[config.mk]
export PLATFORM = sky130hd
export DESIGN_NAME = gray_to_bin_stream
export DESIGN_NICKNAME = d
export VERILOG_FILES = /design/src/rtl/gray_pkg.sv /design/src/rtl/gray2bin_comb.sv /design/src/rtl/gray_to_bin_stream.sv
export SDC_FILE = /design/constraint.sdc
export NUM_CORES = 1
export LEC_CHECK = 0
export CORE_MARGIN = 2
export CORE_UTILIZATION = 45
export CTS_CLUSTER_SIZE = 20
export DETAILED_ROUTE_END_ITERATION = 8
export PLACE_DENSITY_LB_ADDON = 0.05
export SLEW_MARGIN = 5
export SYNTH_ARGS = -nofsm -noshare
export SYNTH_HDL_FRONTEND = slang
export SYNTH_SLANG_ARGS = --single-unit
[constraint.sdc]
create_clock -name clk -period 4.2 [get_ports clk]
set_input_delay 1.26 -clock clk [delete_from_list [all_inputs] [get_ports clk]]
set_output_delay 1.26 -clock clk [all_outputs]
set_load 0.05 [all_outputs]
[src/rtl/gray_pkg.sv]
// Shared Gray-code helpers for the encoder and decoder sides of Gray-coded links.
// Functions operate on 16-bit containers; callers zero-extend narrower words.
package gray_pkg;

    localparam int unsigned GRAY_DEFAULT_WIDTH = 4;
    localparam int unsigned GRAY_MAX_WIDTH     = 16;

    typedef enum logic {
        ST_EMPTY = 1'b0,
        ST_TRACK = 1'b1
    } track_state_t;

    function automatic logic [GRAY_MAX_WIDTH-1:0] bin2gray(input logic [GRAY_MAX_WIDTH-1:0] b);
        return b ^ (b >> 1);
    endfunction

    // Bits at or above w are cleared first so they cannot leak into the prefix XOR.
    function automatic logic [GRAY_MAX_WIDTH-1:0] gray2bin(input logic [GRAY_MAX_WIDTH-1:0] g,
                                                           input int unsigned w);
        logic [GRAY_MAX_WIDTH-1:0] gm;
        logic [GRAY_MAX_WIDTH-1:0] b;
        gm = g;
        b  = '0;
        for (int unsigned i = 0; i < GRAY_MAX_WIDTH; i++) begin
            if (i >= w) gm[i] = 1'b0;
        end
        for (int unsigned i = 0; i < GRAY_MAX_WIDTH; i++) begin
            b[i] = ^(gm >> i);
        end
        return b;
    endfunction

    function automatic logic [4:0] popcount(input logic [GRAY_MAX_WIDTH-1:0] v);
        logic [4:0] n;
        n = '0;
        for (int unsigned i = 0; i < GRAY_MAX_WIDTH; i++) begin
            n = n + 5'(v[i]);
        end
        return n;
    endfunction

endpackage

[src/rtl/gray2bin_comb.sv]
// Combinational Gray-to-binary decoder: each binary bit is the XOR of all Gray bits at or above it.
module gray2bin_comb #(
    parameter int unsigned WIDTH = 4
) (
    input  logic [WIDTH-1:0] i_gray,
    output logic [WIDTH-1:0] o_bin
);

    for (genvar i = 0; i < WIDTH; i++) begin : g_bit
        assign o_bin[i] = ^i_gray[WIDTH-1:i];
    end

endmodule

[src/rtl/gray_to_bin_stream.sv]
// Streaming Gray-to-binary decoder with one registered output stage and
// step monitoring (single-bit step check, up-step flag, saturating error count).
module gray_to_bin_stream
    import gray_pkg::*;
#(
    parameter int unsigned WIDTH     = GRAY_DEFAULT_WIDTH,
    parameter int unsigned ERR_CNT_W = 8
) (
    input  logic                 clk,
    input  logic                 rst,
    input  logic                 in_valid,
    output logic                 in_ready,
    input  logic [WIDTH-1:0]     in_gray,
    output logic                 out_valid,
    input  logic                 out_ready,
    output logic [WIDTH-1:0]     out_bin,
    output logic                 out_step_err,
    output logic                 out_up,
    output logic [ERR_CNT_W-1:0] err_count
);

    track_state_t r_state, w_state_next;

    logic                 r_out_valid;
    logic [WIDTH-1:0]     r_out_bin;
    logic                 r_out_step_err;
    logic                 r_out_up;
    logic [ERR_CNT_W-1:0] r_err_count;
    logic [WIDTH-1:0]     r_prev_gray;
    logic [WIDTH-1:0]     r_prev_bin;

    logic                      w_accept;
    logic [WIDTH-1:0]          w_bin;
    logic [GRAY_MAX_WIDTH-1:0] w_diff;
    logic [4:0]                w_pop;
    logic                      w_step_err;
    logic                      w_up;

    gray2bin_comb #(.WIDTH(WIDTH)) u_dec (
        .i_gray (in_gray),
        .o_bin  (w_bin)
    );

    assign in_ready = !r_out_valid | out_ready;
    assign w_accept = in_valid & in_ready;
    assign w_diff   = GRAY_MAX_WIDTH'(in_gray ^ r_prev_gray);
    assign w_pop    = popcount(w_diff);

    always_comb begin
        w_state_next = r_state;
        w_step_err   = 1'b0;
        w_up         = 1'b0;
        case (r_state)
            ST_EMPTY: begin
                if (w_accept) w_state_next = ST_TRACK;
            end
            ST_TRACK: begin
                w_step_err = (w_pop != 5'd1);
                w_up       = !w_step_err && (w_bin == r_prev_bin + WIDTH'(1));
            end
            default: w_state_next = ST_EMPTY;
        endcase
    end

    always_ff @(posedge clk) begin
        if (rst) begin
            r_state        <= ST_EMPTY;
            r_out_valid    <= 1'b0;
            r_out_bin      <= '0;
            r_out_step_err <= 1'b0;
            r_out_up       <= 1'b0;
            r_err_count    <= '0;
            r_prev_gray    <= '0;
            r_prev_bin     <= '0;
        end else begin
            r_state <= w_state_next;
            if (w_accept) begin
                r_out_valid    <= 1'b1;
                r_out_bin      <= w_bin;
                r_out_step_err <= w_step_err;
                r_out_up       <= w_up;
                r_prev_gray    <= in_gray;
                r_prev_bin     <= w_bin;
                if (w_step_err && (r_err_count != '1)) begin
                    r_err_count <= r_err_count + ERR_CNT_W'(1);
                end
            end else if (out_ready) begin
                r_out_valid <= 1'b0;
            end
        end
    end

    assign out_valid    = r_out_valid;
    assign out_bin      = r_out_bin;
    assign out_step_err = r_out_step_err;
    assign out_up       = r_out_up;
    assign err_count    = r_err_count;

endmodule

==> results.yml, run 1 <==
status:
  status: "completed"
floorplan:
  initial_core_util: 0.481
  coreArea_um2: 2230
  ios: 24
  fp-row-count: 17
  die_w_um: 52.9
  die_area_um2: 2800
  die_h_um: 52.9
yosys:
  yosysUniqueCellTypes: 37
  syn-num-nets: 136
  ys_warn_count: 0
  synthTopCellsByCount: "dfxtp_1, nand2_1, a21oi_1"
  synth.area.top_cells: "dfxtp_1, xnor2_1, nand2_1"
  syn_area_um2: 1070
  ys_async_sr_fraction: 0
  syn_inst: 123
  synth_top_area_share: 0.354
  post-synth-top-area-cell: "dfxtp_1"
  synth_area_per_cell_um2: 8.74
  synth_edf_count: 0
  ys_seq_area_frac: 0.354
  synth.most_common_cell: "dfxtp_1"
  synthFlopType: "dfxtp_1"
  ys_ff_latch: 19
route:
  num_vias: 947
  drc: 0
  routed_wl_um: 2240
  via_per_inst: 5.35
  dr.pass1.iters: 4
  wire_per_inst_um: 12.7
  ant_nets: 0
  drt_iter0_markers: 23
power:
  powerDensity_nw_per_um2: 295
  pwr-share-seq: 0.485
  power.share.clock: 0.226
  p_leak_uw: 0.000499
  power.switching_uw: 129
  pwr-share-comb: 0.290
  internal-power_uw: 277
  vdd_drop_max_v: 0.000175
  swShare: 0.318
setup_path:
  crit_arrival_ps: 3850
  cpMostUsedCell: "ha_1"
  worstPathCellList: "clkdlybuf4s50_1 > xnor2_1 > fa_1 > inv_1 > ha_1 > ha_1 > nor3b_1 > nand4b_4 > buf_4 > o311ai_0 > o41ai_1"
  worstPathBufferInverterCount: 3
  critPathTopFamily: "adder cells"
  end_kind: "register"
  path_class: "primary input to register"
  critPathMaxStageDelay_ps: 540
  cp-start-kind: "primary input"
  required_ps: 4370
  path_max_fanout: 9
  slowest_stage: "fa_1"
clocking:
  clock_path_buffers: 2
  cts_tree: "done"
  htree_levels: 1
  cts_root_buf: "clkbuf_4"
  cts.reportedPaths.clkPinSlew_ps: 100
  cts_buffers: 3
  insertion_delay_ps: 290
  cts_hold_buf: 0
  postCtsSetupRepairBufs: 0
  numClockSinks: 19
  ctsResizeCount: 0
min_path:
  hold_path_class: "register to register"
sta:
  hold_slack_ps: 461
  relSlewSlack: 0.553
  fin_crit_sh: 0.876
  final.setup.tns_ps: 0
  fin_skew_ps: 5.87
  hold_viol: 0
  fin_crit_ps: 3680
  grt_setup_unrepaired: "false"
  setup_viol: 0
  max_freq_mhz: 272
  worstMarginPinSlew_ps: 666
  slew_viol_final: 0
placed_design:
  place_congestion: 0.733
  dp_hpwl_um: 1660
  port_buffers: 23
  placed_area_um2: 1350
global_routing:
  grt_pass1_wl_um: 3990
  antenna_found_initial: 0
  grt_max_degree: 22
  grt_pass1_vias: 924
  grt.overflow.total: 0
  track_usage: 0.194
cells_and_area:
  diodes: 0
  area_delta_synth_final_pct: 27.8
  nets: 163
  final_area_um2: 1370
  n_fill_cell: 227
  fin_util: 0.615
  drive_gt1_frac: 0.107
run:
  drv_cap: 0
[final cells by class]
cell class	instances	area, µm²	area share
multi-input combinational	93	648	0.472
sequential	19	380	0.277
timing repair buffer	28	265	0.193
tap	28	35.0	0.0255
clock buffer	4	26.3	0.0191
inverter	5	18.8	0.0137
[cell families (layout without fill, tap and decap cells)]
| group | Yosys count | in the layout | share of synthesized area |
|---|---|---|---|
| XOR/XNOR | 13 | 13 | 0.113 |
| flip-flops | 19 | 19 | 0.354 |
| buffers and inverters | 11 | 37 | 0.0431 |
| AO/OA/AOI/OAI | 24 | 24 | 0.156 |
| adder cells (fa/ha/maj) | 5 | 5 | 0.0652 |
| multiplexers | 2 | 2 | 0.0210 |
| AND/OR/NAND/NOR | 49 | 49 | 0.248 |
[final timing paths]
check | start | end | slack (ps) | depth (start not counted)
worst min-delay path | out_step_err$_SDFFE_PP0P_ | out_step_err$_SDFFE_PP0P_ | 460 | 2
worst max register to register | r_prev_gray[0]$_SDFFE_PP0P_ | err_count[4]$_SDFFE_PP0P_ | 1590 | 10
worst min register to register | out_step_err$_SDFFE_PP0P_ | out_step_err$_SDFFE_PP0P_ | 460 | 2
worst max-delay path | in_gray[0] | err_count[4]$_SDFFE_PP0P_ | 520 | 11
[power groups by stage]
stage	Clock [µW]	Combinational, µW	Sequential, µW
floorplan	0	66.4	217
global placement	0	117	200
detailed placement	0	118	201
CTS	96.1	118	197
global route	106	131	198
finish	91.5	118	197
[worst min-delay path: cells and delay by family, from the launching register on]
kind / cells / cell delay [ps]
DFF: 1 / 320
and+or+nand+nor: 1 / 50
AOI/OAI and AO/OA: 1 / 50
[per-stage QoR]
stage | cells | power [µW] | worst slack [ps]
final | 177 | 406 | 523
after CTS | 177 | 411 | 515
after detailed placement | 173 | 319 | 201
after global placement | 173 | 317 | 234
after floorplan | 123 | 284 | 622
after global routing | 177 | 436 | 328
[routing by layer]
layer,vias up,part of all wire,track usage
met5,-,0,0
met4,0,0.0076,0.0769
met3,2,0.038,0.0311
met2,16,0.48,0.327
met1,438,0.48,0.244
li1,491,-,-
[layout by cell type (no fill, tap or decap), types with 2 or more instances in the layout]
master,count
clkdlybuf4s50_1,22
dfxtp_1,19
nand2_1,15
a21oi_1,11
xnor2_1,10
nor2_1,7
nand3_1,7
buf_4,6
inv_1,5
ha_1,4
nor3_1,3
or3_1,3
clkbuf_4,3
xor2_1,2
a211oi_1,2
o31ai_1,2
nor2b_1,2
nor4_1,2
mux2_2,2
o311ai_0,2
o41ai_1,2
o21ai_0,2
[state kept, by name, indices dropped and copies added (netlist names)]
register / count
out_up: 1
r_state: 1
err_count: 8
out_step_err: 1
r_prev_gray: 4
out_valid: 1
r_prev_bin: 3
No activity file was read; power rests on OpenSTA's default activity.
==> run 2: changes to the inputs <==
ABC_AREA = 1   (was not set)
CTS_CLUSTER_SIZE = not set   (was 20)
==> run 2 against run 1 <==
Power grew 1.7%. Critical path depth grew 5. First-iteration DRC count shrank 17%. Non-clock buffer count shrank 5. Via count grew 10%. Sequential share of layout area shrank 0.30 points. Clock-buffer cell count is the same. Flip-flop and latch count is the same. Register-to-register slack gained 220 ps. Largest cell class unchanged. Highest routed layer unchanged.
==> results.yml, run 2 <==
status:
  status: "completed"
cells_and_area:
  mostFrequentLayoutCells: "nand2_1, clkdlybuf4s50_1, dfxtp_1"
  drive_gt1_frac: 0.0591
  final_area_um2: 1390
  n_fill_cell: 234
  seq_area_um2: 380
  largest_reg_flops: 8
  multi_input_area_um2: 643
  diodes: 0
  nets: 200
  final_common_cell: "nand2_1"
  area_delta_synth_final_pct: 24.7
  fin_util: 0.576
run:
  drv_cap: 0
clocking:
  ctsResizeCount: 0
  htree_levels: 1
  postCtsSetupRepairBufs: 0
  cts_root_buf: "clkbuf_4"
  insertion_delay_ps: 280
  numClockSinks: 19
  clock_path_buffers: 2
  cts_buffers: 3
  cts_hold_buf: 0
  cts_tree: "done"
  cts.reportedPaths.clkPinSlew_ps: 100
yosys:
  synthTopCellsByCount: "nand2_1, dfxtp_1, inv_1"
  synth.most_common_cell: "nand2_1"
  synth_top_area_share: 0.342
  syn_area_um2: 1110
  ys_seq_area_frac: 0.342
  syn-num-nets: 175
  synth_area_per_cell_um2: 6.87
  ys_async_sr_fraction: 0
  yosysUniqueCellTypes: 23
  syn_inst: 162
  ys_warn_count: 0
  post-synth-top-area-cell: "dfxtp_1"
  synthFlopType: "dfxtp_1"
  ys_ff_latch: 19
  synth_edf_count: 0
  synth.area.top_cells: "dfxtp_1, nand2_1, a21oi_1"
setup_path:
  slowest_stage: "clkdlybuf4s50_1"
  end_kind: "register"
  cp-start-kind: "primary input"
  worstPathBufferInverterCount: 5
  path_max_fanout: 9
  required_ps: 4390
  worstPathCellList: "clkdlybuf4s50_1 > inv_1 > nand2_1 > nand2_1 > inv_1 > fa_1 > inv_1 > ha_1 > ha_1 > nor2_1 > a21oi_2 > nand2_4 > inv_4 > nand3_1 > nand2_1 > nor2_1"
  critPathMaxStageDelay_ps: 500
  regToRegEndpoint: "err_count[2]$_SDFFE_PP0P_"
  crit_arrival_ps: 3780
  path_class: "primary input to register"
  critical_path_depth: 16
  r2r_setup_slack_ps: 1810
  critPathTopFamily: "adder cells"
  reg2reg_from: "r_prev_gray[3]$_SDFFE_PP0P_"
  worstRegToRegCells: 15
sta:
  relSlewSlack: 0.668
  max_freq_mhz: 279
  fin_crit_ps: 3590
  hold_viol: 0
  slew_viol_final: 0
  hold_slack_ps: 473
  worstMarginPinSlew_ps: 496
  fin_skew_ps: 4.62
  fin_crit_sh: 0.854
  grt_setup_unrepaired: "false"
  setup_viol: 0
  final.setup.tns_ps: 0
power:
  p_leak_uw: 0.000624
  vdd_drop_max_v: 0.000164
  powerDensity_nw_per_um2: 297
  power.total_uw: 413
floorplan:
  fp-row-count: 18
  die_h_um: 53.7
  coreArea_um2: 2410
  die_area_um2: 2890
  die_w_um: 53.7
  ios: 24
  initial_core_util: 0.462
placed_design:
  place_congestion: 0.809
  dp_hpwl_um: 1820
  placed_area_um2: 1360
  port_buffers: 23
global_routing:
  antenna_found_initial: 0
  grt_pass1_wl_um: 3680
  grt_pass1_vias: 856
  track_usage: 0.177
  grt.overflow.total: 0
  grt_max_degree: 14
route:
  drc: 0
  wire_per_inst_um: 11.0
  drt_iter0_markers: 19
  via_per_inst: 4.83
  routed_wl_um: 2380
  ant_nets: 0
  dr.pass1.iters: 4
  num_vias: 1043
min_path:
  hold_path_end: "out_up$_SDFFE_PP0P_"
  worstHoldStart: "out_up$_SDFFE_PP0P_"
  hold_path_class: "register to register"
  worstHoldPathCells: 2
## run 2: cell count changes after synthesis, sizes merged, moves of 5 or more
cell   change
nand2     +38
o21ai      +5
nand3      +7
a21oi      +5
xnor2      -6
nor2       +5
inv       +14
## run 2: cells by family (layout without fill, tap and decap cells)
logic type,after synthesis,after routing,share of synthesized area
AO/OA/AOI/OAI,25,25,0.120
flip-flops,19,19,0.342
AND/OR/NAND/NOR,81,81,0.316
XOR/XNOR,10,10,0.0786
adder cells (fa/ha/maj),5,5,0.0629
buffers and inverters,22,46,0.0809
## run 2: cell type report
type / instances / area share
Multi-Input combinational cell: 121 / 0.463
Sequential cell: 19 / 0.274
Timing Repair Buffer: 23 / 0.164
Inverter: 19 / 0.0532
Tap cell: 30 / 0.0270
Clock buffer: 4 / 0.0189
## run 2: worst max path at each step
stage               slack, ps                   endpoint       start
global placement          360  err_count[2]$_SDFFE_PP0P_  in_gray[3]
finish                    610  err_count[2]$_SDFFE_PP0P_  in_gray[3]
global route              440        out_up$_SDFFE_PP0P_  in_gray[3]
detailed placement        320  err_count[2]$_SDFFE_PP0P_  in_gray[3]
CTS                       630  err_count[2]$_SDFFE_PP0P_  in_gray[3]
floorplan                1030  err_count[2]$_SDFFE_PP0P_  in_gray[3]
## run 2: worst reg2reg max path, stage by stage, from the launching register on
cell	delay, ps
dfxtp_1	340
inv_1	80
nand2_1	70
nand2_1	90
inv_1	50
fa_1	470
inv_1	40
ha_1	190
ha_1	270
nor2_1	60
a21oi_2	210
nand2_4	120
inv_4	110
nand3_1	70
nand2_1	70
nor2_1	40
## run 2: routing by layer
metal  GRT usage  vias to the layer above  wire length, µm
li1            -                      567                -
met5           0                        -                0
met4      0.0641                        0               19
met2       0.291                       14             1140
met3      0.0250                        2               69
met1       0.234                      460             1150
## run 2: power by group
part	internal [µW]	total [µW]	switching (µW)
Clock	36.8	88.6	51.7
Combinational	44.9	126	81.0
Sequential	190	198	8.25
## run 2: per-stage QoR
step                      instances  worst slack [ps]
after floorplan                 162              1030
after global placement          212               363
after detailed placement        212               318
after CTS                       216               634
after global routing            216               438
final                           216               613
==> RTL edit, RTL diff (flow settings as in run 2) <==
The parameter `ERR_CNT_W` goes from 8 to 12.
--- a/src/rtl/gray_to_bin_stream.sv
+++ b/src/rtl/gray_to_bin_stream.sv
@@ -4,7 +4,7 @@
     import gray_pkg::*;
 #(
     parameter int unsigned WIDTH     = GRAY_DEFAULT_WIDTH,
-    parameter int unsigned ERR_CNT_W = 8
+    parameter int unsigned ERR_CNT_W = 12
 ) (
     input  logic                 clk,
     input  logic                 rst,
Ports: changed (resized err_count); port bits go from 24 to 28. The function was not compared with the original's and may differ.
==> RTL edit against run 2 <==
  * Design area is 26% higher
  * Worst setup slack better by 0.018 ns
  * Largest cell class unchanged
  * Via count is 34% higher
  * Sequential cell count is 4 higher
  * Synthesized area is 29% higher
  * Count of clock-buffer cells in the layout stayed put
  * Synthesized cell count is 34% higher
  * Power is 16% higher
  * Fmax is 0.49% higher
  * Highest routed layer unchanged
  * Combinational power is 6% higher
  * Wire length is 36% higher
==> RTL edit: results (changes against run 2) <==
status=finished, final reports clean; Worst EP arrival=3.76 ns (-0.02 ns); Worst path max stage delay=0.59 ns (+0.09 ns); post-DP HPWL=2.514 mm (+38%); RR Endpoint=err_count[6]$_SDFFE_PP0P_; PortBufs=27 (+17%); met1 usage=27.30% (+3.9 points); crit-path max FO=15 (+6); synth top area cells=dfxtp_1 (32%), nand2_1 (18%), inv_1 (7.6%), nand3_1 (6.3%), a21oi_2 (4.3%); Fillers=303 (+29%); dpl cell area=1722 µm² (+26%); Leak=0.7238 nW (+16%); Cells after DPL=282 (+33%); combinational share of power=28.0% (-2.5 points); met2 routed WL=1.411 mm (+24%); worst skew pair latency=0.31 ns (+0.03 ns); fraction of layout cells with a size suffix above 1=6.612% (+0.70 points); worst relative slew slack=58.21% (-8.6 points); met3 Use GR=3.838% (+1.3 points); clk_skew=0.006415 ns (+0.001795 ns); first-pass GRT wire length=5.464 mm (+49%); number of flip-flops in the largest register=12 (+4); post-synthesis sequential area ratio=32.08% (-2.1 points); met3 wire length=135 µm (+96%); final worst slack=0.6304 ns (+0.01751 ns)
RTL edit: cell count changes in the layout (fill, tap and decap cells not counted), sizes merged:
| cell | delta |
|---|---|
| nand2 | +18 |
| clkdlybuf4s50 | +4 |
| o21ai | +3 |
| dfxtp | +4 |
| nand4 | +3 |
| a21oi | +2 |
| nor3 | +3 |
| inv | +11 |
| nor2 | +4 |
| nand3 | +4 |
RTL edit: cell families after synthesis:
| family | count (synthesis) | synth area share, % |
|---|---|---|
| simple gates | 113 | 33.91 |
| buf+inv | 36 | 10.37 |
| compound gates | 30 | 12.64 |
| flops | 23 | 32.08 |
| xor+xnor | 10 | 6.103 |
| fa+ha+maj | 5 | 4.882 |
RTL edit: final cells by class:
cell class	count	area, µm²	share of cell area [%]
multi-input combinational	158	825.8	47.24
inverter	30	112.6	6.442
clock buffer	4	26.28	1.503
timing repair buffer	27	267.8	15.32
tap	44	55.05	3.150
sequential	23	460.4	26.34
